[src/rtl/bcd_seg_scan_if.sv]
// Value-transfer bundle between the BCD decoder (master) and the display scanner (slave).
interface bcd_seg_scan_if;
    logic [7:0] data_in;
    logic       load;
    logic       upd_ack;
    logic       bcd_err;

    modport master (
        output data_in,
        output load,
        input  upd_ack,
        input  bcd_err
    );

    modport slave (
        input  data_in,
        input  load,
        output upd_ack,
        output bcd_err
    );
endinterface

[src/rtl/bcd_seg_scan.sv]
// Two-digit multiplexed common-anode 7-segment driver with frame-aligned value updates.
// Optional macro LEADING_ZERO_BLANK_EN blanks a zero tens digit while keeping its phase active.
module bcd_seg_scan #(
    parameter  int DIV   = 1000,
    localparam int DIV_W = $clog2(DIV) + 1
) (
    input  logic            clk,
    input  logic            rst_n,
    bcd_seg_scan_if.slave   bus,
    output logic [6:0]      seg,
    output logic [1:0]      an
);

    typedef enum logic {
        PH_UNITS = 1'b0,
        PH_TENS  = 1'b1
    } phase_t;

    phase_t             phase, phase_nxt;
    logic [DIV_W-1:0]   count, count_nxt;
    logic [7:0]         disp_reg, disp_nxt;
    logic [7:0]         pend_reg, pend_nxt;
    logic               pend_flag, pend_flag_nxt;
    logic               upd_ack_q, upd_ack_nxt;
    logic               bcd_err_q, bcd_err_nxt;
    logic [6:0]         seg_nxt;
    logic [1:0]         an_nxt;
    logic               tick;
    logic               boundary;

    function automatic logic [6:0] seg_decode(input logic [3:0] d);
        logic [6:0] s;
        case (d)
            4'd0:    s = 7'h40;
            4'd1:    s = 7'h79;
            4'd2:    s = 7'h24;
            4'd3:    s = 7'h30;
            4'd4:    s = 7'h19;
            4'd5:    s = 7'h12;
            4'd6:    s = 7'h02;
            4'd7:    s = 7'h78;
            4'd8:    s = 7'h00;
            4'd9:    s = 7'h10;
            default: s = 7'h3F;
        endcase
        return s;
    endfunction

    function automatic logic [6:0] tens_decode(input logic [3:0] d);
`ifdef LEADING_ZERO_BLANK_EN
        return (d == 4'd0) ? 7'h7F : seg_decode(d);
`else
        return seg_decode(d);
`endif
    endfunction

    assign tick     = (count == DIV_W'(DIV - 1));
    assign boundary = tick && (phase == PH_TENS);

    // The tens->units transition is the frame boundary; only there may disp_reg change,
    // and seg/an are recomputed from the post-update value so there is no extra latency.
    always_comb begin
        count_nxt     = tick ? '0 : count + 1'b1;
        phase_nxt     = phase;
        disp_nxt      = disp_reg;
        pend_nxt      = pend_reg;
        pend_flag_nxt = pend_flag;
        upd_ack_nxt   = 1'b0;
        seg_nxt       = seg;
        an_nxt        = an;

        if (tick) begin
            phase_nxt = (phase == PH_TENS) ? PH_UNITS : PH_TENS;
        end

        if (boundary) begin
            if (bus.load) begin
                disp_nxt      = bus.data_in;
                pend_flag_nxt = 1'b0;
                upd_ack_nxt   = 1'b1;
            end else if (pend_flag) begin
                disp_nxt      = pend_reg;
                pend_flag_nxt = 1'b0;
                upd_ack_nxt   = 1'b1;
            end
        end else if (bus.load) begin
            pend_nxt      = bus.data_in;
            pend_flag_nxt = 1'b1;
        end

        if (tick) begin
            if (boundary) begin
                an_nxt  = 2'b10;
                seg_nxt = seg_decode(disp_nxt[3:0]);
            end else begin
                an_nxt  = 2'b01;
                seg_nxt = tens_decode(disp_nxt[7:4]);
            end
        end

        bcd_err_nxt = (disp_nxt[7:4] > 4'd9) || (disp_nxt[3:0] > 4'd9);
    end

    always_ff @(posedge clk or negedge rst_n) begin
        if (!rst_n) begin
            count     <= '0;
            phase     <= PH_TENS;
            disp_reg  <= 8'h00;
            pend_reg  <= 8'h00;
            pend_flag <= 1'b0;
            upd_ack_q <= 1'b0;
            bcd_err_q <= 1'b0;
            seg       <= 7'h7F;
            an        <= 2'b11;
        end else begin
            count     <= count_nxt;
            phase     <= phase_nxt;
            disp_reg  <= disp_nxt;
            pend_reg  <= pend_nxt;
            pend_flag <= pend_flag_nxt;
            upd_ack_q <= upd_ack_nxt;
            bcd_err_q <= bcd_err_nxt;
            seg       <= seg_nxt;
            an        <= an_nxt;
        end
    end

    assign bus.upd_ack = upd_ack_q;
    assign bus.bcd_err = bcd_err_q;

endmodule

[src/flat_wrapper.sv]
// flat-port wrapper written by rule: the top's interface ports become plain ports
module bcd_seg_scan_flat 
#(
    parameter  int DIV   = 1000,
    localparam int DIV_W = $clog2(DIV) + 1
)
  (clk, rst_n, seg, an, bus_data_in, bus_load, bus_upd_ack, bus_bcd_err);
  bcd_seg_scan_if bus_i ();
  input  logic clk;
  input  logic rst_n;
  output logic [6:0] seg;
  output logic [1:0] an;
  input wire logic [$bits(bus_i.data_in)-1:0] bus_data_in;
  input wire logic [$bits(bus_i.load)-1:0] bus_load;
  output wire logic [$bits(bus_i.upd_ack)-1:0] bus_upd_ack;
  output wire logic [$bits(bus_i.bcd_err)-1:0] bus_bcd_err;
  assign bus_i.data_in = bus_data_in;
  assign bus_i.load = bus_load;
  assign bus_upd_ack = bus_i.upd_ack;
  assign bus_bcd_err = bus_i.bcd_err;
  bcd_seg_scan #(.DIV(DIV)) u_core (.clk(clk), .rst_n(rst_n), .bus(bus_i), .seg(seg), .an(an));
endmodule
[config.mk]
export PLATFORM = sky130hd
export DESIGN_NAME = bcd_seg_scan_flat
export DESIGN_NICKNAME = d
export VERILOG_FILES = /design/src/rtl/bcd_seg_scan_if.sv /design/src/rtl/bcd_seg_scan.sv /design/src/flat_wrapper.sv
export SDC_FILE = /design/constraint.sdc
export NUM_CORES = 1
export LEC_CHECK = 0
export CORE_MARGIN = 1.5
export CORE_UTILIZATION = 59
export CTS_BUF_LIST = sky130_fd_sc_hd__clkbuf_8
export DETAILED_ROUTE_END_ITERATION = 8
export PLACE_DENSITY = 0.83
export SETUP_SLACK_MARGIN = 0.2
export SYNTH_ARGS = -nofsm -noshare
export SYNTH_HDL_FRONTEND = slang
export SYNTH_SLANG_ARGS = --single-unit
[constraint.sdc]
create_clock -name clk -period 3.05 [get_ports clk]
set_input_delay 0.61 -clock clk [delete_from_list [all_inputs] [get_ports clk]]
set_output_delay 0.61 -clock clk [all_outputs]
set_load 0.05 [all_outputs]
Word-level counts from Yosys, hierarchy flattened
Memories as Yosys holds them, arrays and structs flattened.
Index checks and enable logic that the tools add are counted.
- bits in registers: 40
- ROM bits: 224
- output and inout port bits: 11
- logic and storage cells: 32
- memories kept: 2
- add/subtract/negate cells: 1
- order comparisons: 2
- eq/ne operators: 1
- multiplexer cells: 12
- bitwise operators: 1
- reduce and logical (&&, ||, !) cells: 4
- memory list (name ; depth ; width ; read ports ; clocked after memory_dff ; write ports ; line ; source):
    (name not given) ; 16 ; 7 ; 1 ; 0 ; 0 ; bcd_seg_scan.sv:33 ; case (d)
    (name not given) ; 16 ; 7 ; 1 ; 0 ; 0 ; bcd_seg_scan.sv:33 ;
- operator list (operator ; number):
    8-bit two-way mux ; 3
    11-bit by 1-bit adder with 11-bit output (second input constant) ; 1
    11-bit by 10-bit == test with 1-bit output (second input constant) ; 1
    11-bit two-way mux ; 1
    4-bit greater-than comparator (second input constant) ; 2
    7-bit two-way mux ; 1
    1-bit two-way mux ; 6
    2-bit two-way mux ; 1
    2-bit AND reduction ; 1
    2-bit nonzero test ; 1
    1-bit logical AND ; 1
    1-bit logical OR ; 1
    1-bit NOT ; 1

Depth between registers and ports, before layout
- depth after elaboration: 5
- mapped depth: 11
- gate-level depth less buffers: 11

Worst setup path after synthesis
Ideal clock, no wire load.
- path type: reg2reg
- start point: reg u_core.count[3]
- end point: reg u_core.seg[4]
- setup time: 62 ps
- data arrival time: 2537 ps
- required time: 2988 ps
- path slack: 450 ps
- cell stages (with the launch flop): 7
- path through: dfrtp_1 -> or4b_4 -> nor4_4 -> mux2i_2 -> mux2_2 -> a31oi_1 -> a32o_1
- word-level cells in the longest chain between the ends: 5
- elaborated cells on any way between the ends: 6
- classes of those cells: eq/ne: 1; mux: 2; reduce/logical: 1; memory: 2
- RTL lines (element ; line ; source):
    start, declared ; bcd_seg_scan.sv:20 ; logic [DIV_W-1:0] count, count_nxt;
    start signal, assigned ; bcd_seg_scan.sv:116 ; count <= count_nxt;
    11-bit by 10-bit == test with 1-bit output (*) ; bcd_seg_scan.sv:57 ; assign tick = (count == DIV_W'(DIV - 1));
    1-bit logical AND ; bcd_seg_scan.sv:58 ; assign boundary = tick && (phase == PH_TENS);
    8-bit two-way mux ; bcd_seg_scan.sv:76 ; if (boundary) begin
    memory read 16 x 7 bit ; n/a ;
    7-bit two-way mux ; bcd_seg_scan.sv:92 ; if (boundary) begin
    end signal, assigned ; bcd_seg_scan.sv:123 ; seg <= seg_nxt;
    end, declared ; bcd_seg_scan.sv:10 ; output logic [6:0] seg,
Mark *: on every way between the ends. The rest lies on a longest branch, timed or not.
A chain may end at the register's enable or synchronous reset.

Worst setup path after layout
- start point: in bus_load
- end point: reg u_core.seg[6]
- word-level cells in the longest chain between the ends: 4
- elaborated cells on any way between the ends: 5
- classes of those cells: mux: 3; memory: 2
- RTL lines (element ; line ; source):
    start, declared ; flat_wrapper.sv:14 ; input wire logic [$bits(bus_i.load)-1:0] bus_load;
    8-bit two-way mux ; bcd_seg_scan.sv:77 ; if (bus.load) begin
    8-bit two-way mux ; bcd_seg_scan.sv:76 ;
    named net u_core.disp_nxt[4] ; bcd_seg_scan.sv:21 ; logic [7:0] disp_reg, disp_nxt;
    memory read 16 x 7 bit ; n/a ;
    7-bit two-way mux ; bcd_seg_scan.sv:92 ;
The timed path passes the listed nets, and every way through them passes these cells.

==> impl_metrics.csv <==
group,metric,value,unit
place,hpwlAfterDp,3.52,mm
clocking,numCtsBuffers,5,
sta,worst_slew_pin_slew,0.858,ns
sta,slew-limit-headroom,42.8,%
drt,drt_iter0_markers,93,
place,post_dp_cell_area,2550,um2
floorplan,io-pin-count,22,
synth,syn_area,2200,um2
sta,max_freq,375,MHz
setup_path,slowest_stage,"a2111oi_1",
place,dp_slack,-0.126,ns
floorplan,dieHeight,64.0,um
setup_path,worstPathMaxFanout,14,
sta,finalHoldViolCount,0,
grt,antenna_found_initial,0,
synth,ys_warn_count,0,
finish,diodes,0,
finish,fin_util,78.3,%
clocking,htreeDepth,2,
grt,grt_max_degree,41,
setup_path,critical_path_required,3.28,ns
synth,synth_cell_type_count,49,
grt,grt-ovfl-total,0,
power_and_ir_drop,power.total,0.00108,W
synth,synth_seq_cells,40,
setup_path,worstSetupPathType,"input port to register",
sta,setup_violations,0,
finish,fin_nets,278,
floorplan,dieArea,4100,um2
setup_path,cp.arrival,2.90,ns
drt,totalWireLength,4.99,mm
synth,netlist_instances,211,
clocking,clock_latency,0.29,ns
finish,areaGrowthSynthToFinish,22.7,%
synth,syn_nets,235,
drt,drc,0,
sta,slew_viol_final,0,
power_and_ir_drop,leakagePower,1.22,nW
drt,vias_per_cell,5.94,
finish,fin_area,2700,um2
floorplan,core_area,3440,um2
setup_path,critical_path.endpoint_type,"register",
place,placed_cells,290,
grt,grt_pass1_vias,1691,
clocking,cts-root-buf,"clkbuf_8",
finish,final_layout_size_suffix_gt1_share,22.7,%
clocking,clock_path_buffers,2,
place,gp_congestion,0.880,
grt,grt_pass1_wl,8.22,mm
run_status,outcome,"finished, final reports clean",
clocking,cts.clk_slew.worst_paths,0.08,ns
clocking,cts.sinks,40,
sta,fin_crit_sh,87.4,%
setup_path,crit_path_max_incr_delay,0.49,ns
setup_path,critPathMostFrequentCell,"buf_4",
synth,avgSynthCellArea,10.4,um2
sta,final.min_clock_period,2.67,ns
drt,postRouteAntennaNets,0,
finish,final_cell_mix,"dfrtp_1 (30), nor2_1 (24), nand2_1 (21)",
finish,final_cells,301,
run,drv_cap,0,
synth,ys_seq_area_share,46.1,%
sta,skew,0.00778,ns
grt,globalRouteTotalUtil,26.2,%
drt,routedWlPerCell,16.6,um
floorplan,chipWidth,64.0,um
drt,routed-via-count,1788,
place,portBuffers,21,
hold_path,hold_class,"input port to asynchronous set/reset pin",
finish,largest_register_ffs,11,
power_and_ir_drop,max-vdd-ir-drop,0.284,mV
power_and_ir_drop,power_density,401,nW/um2
floorplan,start_util,63.8,%
finish,final_common_cell,"dfrtp_1",
clocking,cts_tree,"yes",
setup_path,startpoint_type,"input port",
sta,rsz0062_at_grt,"no",
setup_path,crit_chain,"clkdlybuf4s50_1 > buf_4 > nor2b_1 > a22oi_1 > o2bb2ai_2 > ha_1 > nor2_1 > a2111oi_1 > buf_4 > o31a_1",
sta,layout_setup_ws,0.383,ns
floorplan,row_count,21,
drt,first_pass_iters,4,
==> final cells by class <==
type / count / area (um2)
fill: 233 / 747
multi-input combinational: 157 / 1130
inverter: 11 / 41.3
clock buffer: 5 / 68.8
sequential: 40 / 1010
tap: 46 / 57.6
timing repair buffer: 39 / 340
clock inverter: 3 / 38.8
==> repair_timing <==
item                                    CTS  global route
gates resized for setup                   1             3
buffers inserted                          0             3
hold buffers                              0             0
gates cloned                              0             0
pin swaps                                 0             1
endpoints found under the setup margin    1             4
==> metal layers <==
| layer | wire [um] | global-route usage [%] | vias up |
|---|---|---|---|
| li1 | - | - | 846 |
| met1 | 2210 | 36.2 | 877 |
| met2 | 2410 | 42.3 | 57 |
| met3 | 296 | 4.93 | 8 |
| met4 | 70 | 7.34 | 0 |
| met5 | 0 | 0 | - |
==> through the flow <==
step | hold WS [ns] | TNS [ns]
floorplan | 0.314 | 0
global placement | 0.450 | 0
detailed placement | 0.452 | -0.134
CTS | 0.451 | 0
global route | 0.491 | 0
finish | 0.409 | 0
==> report_power, final <==
group / internal [W] / switching, W / total, W
Sequential: 0.000549 / 0.00000989 / 0.000559
Clock: 0.000239 / 0.000178 / 0.000417
Combinational: 0.0000469 / 0.0000569 / 0.000104
==> synthesized netlist by cell type, drive strengths merged <==
master	n	area share [%]
ha	13	7.4
o21ai	11	2.5
a22o	2	0.80
a21oi	7	1.6
a211o	3	1.2
nor4	1	0.97
o311ai	1	1.2
nand2b	3	0.85
a211oi	1	0.34
a31oi	5	1.4
or3	2	0.57
a32o	1	0.46
a31o	1	0.40
mux2i	4	2.0
o22a	1	0.40
o221ai	1	0.40
nand4	3	0.85
mux2	9	4.6
nor2	24	4.1
o31a	1	0.40
and4	1	0.46
or4b	1	0.63
nor4b	1	0.68
a22oi	4	1.6
inv	11	1.9
buf	2	0.85
o2bb2ai	1	0.40
nor3	4	0.91
nor2b	3	0.85
and2	2	0.57
xnor2	3	1.2
or2	1	0.28
o22ai	3	0.85
nand3	5	1.1
a221oi	1	0.40
a311oi	1	0.40
dfstp	10	12
clkbuf	1	0.17
a2bb2oi	4	1.9
dfrtp	30	34
nand2	21	3.6
a2111oi	2	0.80
o21a	2	0.68
xor2	3	1.2
==> final timing paths <==
check,startpoint,end,slack [ns],depth (start not counted)
worst max-delay path,bus_load,u_core.seg[6]$_DFFE_PN1N_,0.38,10
worst min-delay path,rst_n,u_core.count[3]$_DFF_PN0_,0.41,1
worst max register to register,u_core.count[3]$_DFF_PN0_,u_core.seg[4]$_DFFE_PN1N_,0.42,7
worst min register to register,u_core.an[1]$_DFFE_PN1N_,u_core.an[1]$_DFFE_PN1N_,0.46,2
max in group asynchronous,rst_n,u_core.bus.bcd_err$_DFF_PN0_,2.08,1
min in group clk,u_core.an[1]$_DFFE_PN1N_,u_core.an[1]$_DFFE_PN1N_,0.46,2
==> logic make-up after synthesis <==
| family | share of synthesized area, % |
|---|---|
| simple gates | 16.5 |
| flops | 46.1 |
| buf+inv | 2.90 |
| fa+ha+maj | 7.40 |
| compound gates | 18.1 |
| xor+xnor | 2.39 |
| mux | 6.61 |
==> worst max-delay path: cells and delay by family <==
kind,cells,cell delay (ns)
AOI/OAI and AO/OA,4,0.99
buffers and inverters,3,0.82
and+or+nand+nor,2,0.29
adders and majority gates,1,0.19
Note: power is estimated with default switching activity, not from simulation.
